==> src/rtl/fifo_sc_fwft.sv <==
// Single-clock FIFO with selectable standard or first-word-fall-through read
// behaviour, registered status flags, programmable thresholds and
// one-cycle access acknowledge/error pulses.
module fifo_sc_fwft #(
  parameter logic [8:0] dta_width         = 9'd8,
  parameter logic [8:0] addr_width        = 9'd4,
  parameter logic [8:0] prog_empty_thresh = 9'd1,
  parameter logic [8:0] prog_full_thresh  = 9'd1,
  parameter bit         fwft              = 1'b0
) (
  input  logic                  clk,
  input  logic                  rst,
  input  logic                  flush,
  input  logic [dta_width-1:0]  din,
  input  logic                  wr_en,
  output logic                  full,
  output logic                  wr_ack,
  output logic                  overflow,
  output logic                  prog_full,
  output logic [dta_width-1:0]  dout,
  input  logic                  rd_en,
  output logic                  empty,
  output logic                  valid,
  output logic                  underflow,
  output logic                  prog_empty,
  output logic [addr_width:0]   count
);

  localparam int dw    = int'(dta_width);
  localparam int aw    = int'(addr_width);
  localparam int depth = 1 << aw;

  typedef logic [aw-1:0] ptr_t;
  typedef logic [aw:0]   cnt_t;
  typedef logic [dw-1:0] word_t;

  localparam cnt_t full_level = cnt_t'(depth);
  localparam cnt_t pe_level   = cnt_t'(prog_empty_thresh);
  localparam cnt_t pf_level   = full_level - cnt_t'(prog_full_thresh);

`ifdef CHECK_GENERATE
  // Threshold sanity is checked once, while the instance is elaborated.
  if (int'(prog_empty_thresh) >= depth) begin : g_bad_prog_empty
    $error("fifo_sc_fwft: prog_empty_thresh %0d must be below depth %0d",
           prog_empty_thresh, depth);
  end
  if (int'(prog_full_thresh) >= depth) begin : g_bad_prog_full
    $error("fifo_sc_fwft: prog_full_thresh %0d must be below depth %0d",
           prog_full_thresh, depth);
  end
`endif

  word_t mem [depth];
  ptr_t  wr_ptr;
  ptr_t  rd_ptr;
  ptr_t  rd_ptr_inc;
  ptr_t  head_idx;
  cnt_t  count_next;
  cnt_t  remaining;
  logic  wr_accept;
  logic  rd_accept;
  logic  head_load;
  word_t head_next;
  logic  valid_q;

  // Access qualification, next occupancy and the next value of dout.
  always_comb begin
    // NOTE: every always_comb output gets a default first so no path can
    // leave it unassigned and infer a latch.
    wr_accept  = wr_en && !full && !flush;
    rd_accept  = rd_en && !empty && !flush;
    rd_ptr_inc = rd_ptr + ptr_t'(1);
    head_idx   = rd_accept ? rd_ptr_inc : rd_ptr;
    remaining  = count - cnt_t'(rd_accept);
    head_load  = 1'b0;
    head_next  = dout;

    unique case ({wr_accept, rd_accept})
      2'b10:   count_next = count + cnt_t'(1);
      2'b01:   count_next = count - cnt_t'(1);
      default: count_next = count;
    endcase

    if (fwft) begin
      // dout always carries the word that will be at the head after the edge;
      // when the FIFO drains to nothing but a write lands, that word is din.
      if (remaining != '0) begin
        head_load = 1'b1;
        head_next = mem[head_idx];
      end else if (wr_accept) begin
        head_load = 1'b1;
        head_next = din;
      end
    end else if (rd_accept) begin
      head_load = 1'b1;
      head_next = mem[rd_ptr];
    end
  end

  // Storage array: written only on accepted writes.
  // NOTE: the data array has no reset; pointers and count define which
  // entries are meaningful, so clearing storage would only cost logic.
  always_ff @(posedge clk) begin
    if (wr_accept) begin
      mem[wr_ptr] <= din;
    end
  end

  // Pointers, occupancy, status flags, read data and access pulses.
  always_ff @(posedge clk or negedge rst) begin
    // NOTE: sequential state uses non-blocking assignments so every register
    // samples pre-edge values regardless of statement order.
    if (!rst) begin
      wr_ptr     <= '0;
      rd_ptr     <= '0;
      count      <= '0;
      empty      <= 1'b1;
      full       <= 1'b0;
      prog_empty <= 1'b1;
      prog_full  <= 1'b0;
      dout       <= '0;
      valid_q    <= 1'b0;
      wr_ack     <= 1'b0;
      overflow   <= 1'b0;
      underflow  <= 1'b0;
    end else if (flush) begin
      // Flush discards contents and swallows any access in the same cycle.
      wr_ptr     <= '0;
      rd_ptr     <= '0;
      count      <= '0;
      empty      <= 1'b1;
      full       <= 1'b0;
      prog_empty <= 1'b1;
      prog_full  <= 1'b0;
      valid_q    <= 1'b0;
      wr_ack     <= 1'b0;
      overflow   <= 1'b0;
      underflow  <= 1'b0;
    end else begin
      if (wr_accept) wr_ptr <= wr_ptr + ptr_t'(1);
      if (rd_accept) rd_ptr <= rd_ptr_inc;
      count      <= count_next;
      empty      <= (count_next == '0);
      full       <= (count_next == full_level);
      prog_empty <= (count_next <= pe_level);
      prog_full  <= (count_next >= pf_level);
      if (head_load) dout <= head_next;
      valid_q    <= rd_accept;
      wr_ack     <= wr_accept;
      overflow   <= wr_en && full;
      underflow  <= rd_en && empty;
    end
  end

  // Standard mode flags the cycle after a read; fwft mode flags a held head.
  assign valid = fwft ? !empty : valid_q;

  // Structural invariants of the occupancy bookkeeping.
  a_count_range : assert property (@(posedge clk) disable iff (!rst)
                                   count <= full_level);
  a_empty_flag  : assert property (@(posedge clk) disable iff (!rst)
                                   empty == (count == '0));
  a_full_flag   : assert property (@(posedge clk) disable iff (!rst)
                                   full == (count == full_level));
  a_pulse_excl  : assert property (@(posedge clk) disable iff (!rst)
                                   !(wr_ack && overflow));

endmodule

==> config.mk <==
export PLATFORM = sky130hd
export DESIGN_NAME = fifo_sc_fwft
export DESIGN_NICKNAME = d
export VERILOG_FILES = /design/src/rtl/fifo_sc_fwft.sv
export SDC_FILE = /design/constraint.sdc
export NUM_CORES = 1
export LEC_CHECK = 0
export ABC_CLOCK_PERIOD_IN_PS = 2750
export BUFFER_PORTS_ARGS = -buffer_cell sky130_fd_sc_hd__buf_2
export CORE_ASPECT_RATIO = 2
export CORE_MARGIN = 8
export CORE_UTILIZATION = 55
export CTS_CLUSTER_DIAMETER = 100
export DETAILED_ROUTE_END_ITERATION = 10
export MAX_ROUTING_LAYER = met4
export PLACE_DENSITY = 0.79
export SETUP_SLACK_MARGIN = 0.4
export SLEW_MARGIN = 10
export SYNTH_ARGS = -nofsm -noshare
export SYNTH_HDL_FRONTEND = slang
export SYNTH_SLANG_ARGS = --single-unit
==> constraint.sdc <==
create_clock -name clk -period 2.75 [get_ports clk]
set_input_delay 0.275 -clock clk [delete_from_list [all_inputs] [get_ports clk]]
set_output_delay 0.275 -clock clk [all_outputs]
set_load 0.02 [all_outputs]
==> flow_summary.ini <==
[status]
status = complete, no violations

[die]
rows = 56
start_util_pct = 55.9
fp.dieH_um = 170
io_pins = 34
die-area_sq_um = 15800
die_x_um = 92.9
coreArea_sq_um = 11600

[min_path]
hold_path.class = in2reg

[route]
via_per_inst = 5.98
routedWlPerCell_um = 22.6
drt-initial-drc-count = 271
via_count = 3447
routed_wl_mm = 13.0
drc = 0
ant_nets = 0
dr.pass1.iters = 4

[finish]
layout-drive-gt1-share_pct = 32.7
layout_commonest_cell = edfxtp_1
num-nets-final = 439
instances_no_fill = 576
nFillCells = 763
multi_input_area_sq_um = 1900
seqCellArea_sq_um = 4570
diodes = 0
final_cell_mix = edfxtp_1 (128), buf_2 (33), nor2_1 (30)
area_growth_pct = 18.2

[clock_tree]
clk_latency_ps = 430
path_clk_slew_ps = 70
clockRootBuffer = clkbuf_16
cts_buffers = 17
htree_levels = 4
cts.sinks = 157
cts_buffer_depth = 2
cts_tree = yes

[worst_setup_path]
worst-endpoint-arrival_ps = 2820
endpoint_kind = register
cpPeakStageDelay_ps = 410
slowest_stage = dfrtp_1
crit_path_max_fanout = 3
crit_required_ps = 3090
crit_chain = nor3b_4 -> inv_2 -> ha_4 -> xor2_2 -> ha_4 -> nor3b_4 -> o32a_1 -> mux2i_2 -> nand2_1 -> a211oi_2
path_buf_inv = 1
critPathKind = reg2reg
path_delay_family = compound AO/OA/AOI/OAI gates
cp-start-kind = register

[power]
clkPwrFrac_pct = 40.4
sequentialPowerShare_pct = 48.8
pwr_density_cell_nw_per_um2 = 734
leakage_nw = 2.73
ir_worst_vdd_uv = 515
netSwitchingPower_mw = 1.47
power_mw = 5.64
switching_share_pct = 26.1
intPower_mw = 4.17
pwr-share-comb_pct = 10.8

[synth]
synthFlopType = edfxtp_1
synthArstFlopShare_pct = 18.5
synth-edff-count = 128
ys_seq_area_share_pct = 70.4
yosysTopAreaCell = edfxtp_1
synth_top_area_share_pct = 59.1
synth_warnings = 0
ys_ff_latch = 157
synthCells = 357
synthesis.area_sq_um = 6500
avgSynthCellArea_sq_um = 18.2
synth.distinct_cells = 46
synth.net_count = 378
ys_top_cells_by_area = edfxtp_1 (59%), dfrtp_1 (10%), mux4_1 (6.9%)

[timing]
fin_crit_sh_pct = 90.2
tns_ps = 0
fin_crit_ps = 2480
finClkSkew_ps = 10.4
slew_violations = 0
fmaxAchievable_mhz = 403
finalSetupViolations = 0
worstMarginPinSlew_ps = 696
finalHoldViolations = 0
slew_headroom_pct = 53.6
rsz0062_at_grt = true

[global_routing]
grt_max_degree = 36
grt_usage_pct = 18.1
grt_use_met2_pct = 32.2
grt_pass1_vias = 3678
grt_pass1_wl_mm = 20.3
grt-ovfl-total = 0
grtUsageMet3_pct = 4.08
grt_busiest_layer = met2
met1_usage_pct = 17.3
antenna_found_initial = 0

[placed_design]
dp_hpwl_mm = 8.78
numPortBuffers = 33
place_congestion = 0.786
place_inst = 539

[flow_run]
cap_violations = 0
-- synth_stat cells (4+ instances only) --
cell and n:
nor2b_1 4, mux2_2 8, mux4_1 17, nor3_1 13
clkbuf_1 9, dfrtp_1 27, inv_1 11, xor2_1 4
a21oi_1 5, edfxtp_1 128, ha_1 8, buf_2 4
nand2_1 9, mux2i_1 11, mux4_2 15, a221o_1 8
xnor2_1 6, nor2_1 30
-- final timing paths --
path | start | endpoint | slack (ps) | depth (start not counted)
max in group asynchronous | rst | rd_ptr[0] | 1900 | 2
max | full | empty | 270 | 10
min reg2reg | dout[5] | dout[5] | 520 | 1
min | wr_en | overflow | 140 | 2
min in group asynchronous | rst | rd_ptr[1] | 410 | 2
max reg2reg | full | empty | 270 | 10
-- per-layer routing --
layer / part of all wire [%] / wire length (um) / vias to the layer above
met5: 0 / 0 / -
met4: 3.9 / 503 / 0
met3: 3.8 / 495 / 32
met2: 57 / 7470 / 96
met1: 35 / 4560 / 1783
li1: - / - / 1536
-- stage by stage --
| step | utilization (%) | instance area [sq um] | hold slack (ps) | setup WS [ps] |
|---|---|---|---|---|
| floorplan | - | 6570 | -20.6 | 202 |
| global placement | 60.0 | 6970 | 325 | 190 |
| detailed placement | 60.0 | 6970 | 329 | 115 |
| CTS | 65.6 | 7630 | 119 | 275 |
| global route | 66.0 | 7680 | 148 | 196 |
| finish | 66.0 | 7680 | 144 | 269 |
-- cell type report --
type / count / area share (%)
inverters: 11 / 0.603
repair buffers: 61 / 5.08
clock inverters: 15 / 2.12
clock buffers: 17 / 5.54
well taps: 145 / 2.36
flip-flops and latches: 157 / 59.5
multi-input cells: 170 / 24.7
-- registers in the layout (all words and copies together) (netlist names) --
signal / flops
count: 5
dout: 8
empty: 1
full: 1
mem: 128
overflow: 1
prog_empty: 1
prog_full: 1
rd_ptr: 4
underflow: 1
valid: 1
wr_ack: 1
wr_ptr: 4
-- what timing repair did --
action,4_1_cts,5_1_grt
buffers inserted,4,0
hold buffers,1,0
pin swaps,2,4
endpoints found under the setup margin,4,7
endpoints found under the hold margin,27,0
gates resized for setup,6,8
-- power by group through the flow --
stage	combinational [mW]	sequential (mW)	clock [mW]
floorplan	0.338	2.85	0
global placement	0.580	2.79	0
detailed placement	0.593	2.80	0
CTS	0.607	2.75	2.32
global route	0.656	2.76	2.41
finish	0.610	2.75	2.28
-- kinds of logic (layout without fill, tap and decap cells) --
family                     count (synthesis)  count (layout)  share of synthesized area [%]
buffers and inverters                     30             104                           2.37
adders and majority gates                  8               8                           1.54
muxes                                     51              51                           15.2
and+or+nand+nor                           74              74                           5.56
AOI/OAI and AO/OA                         26              26                           3.33
xor gates and xnor gates                  11              11                           1.69
DFF                                      157             157                           70.4
(Power assumes the default switching activity.)
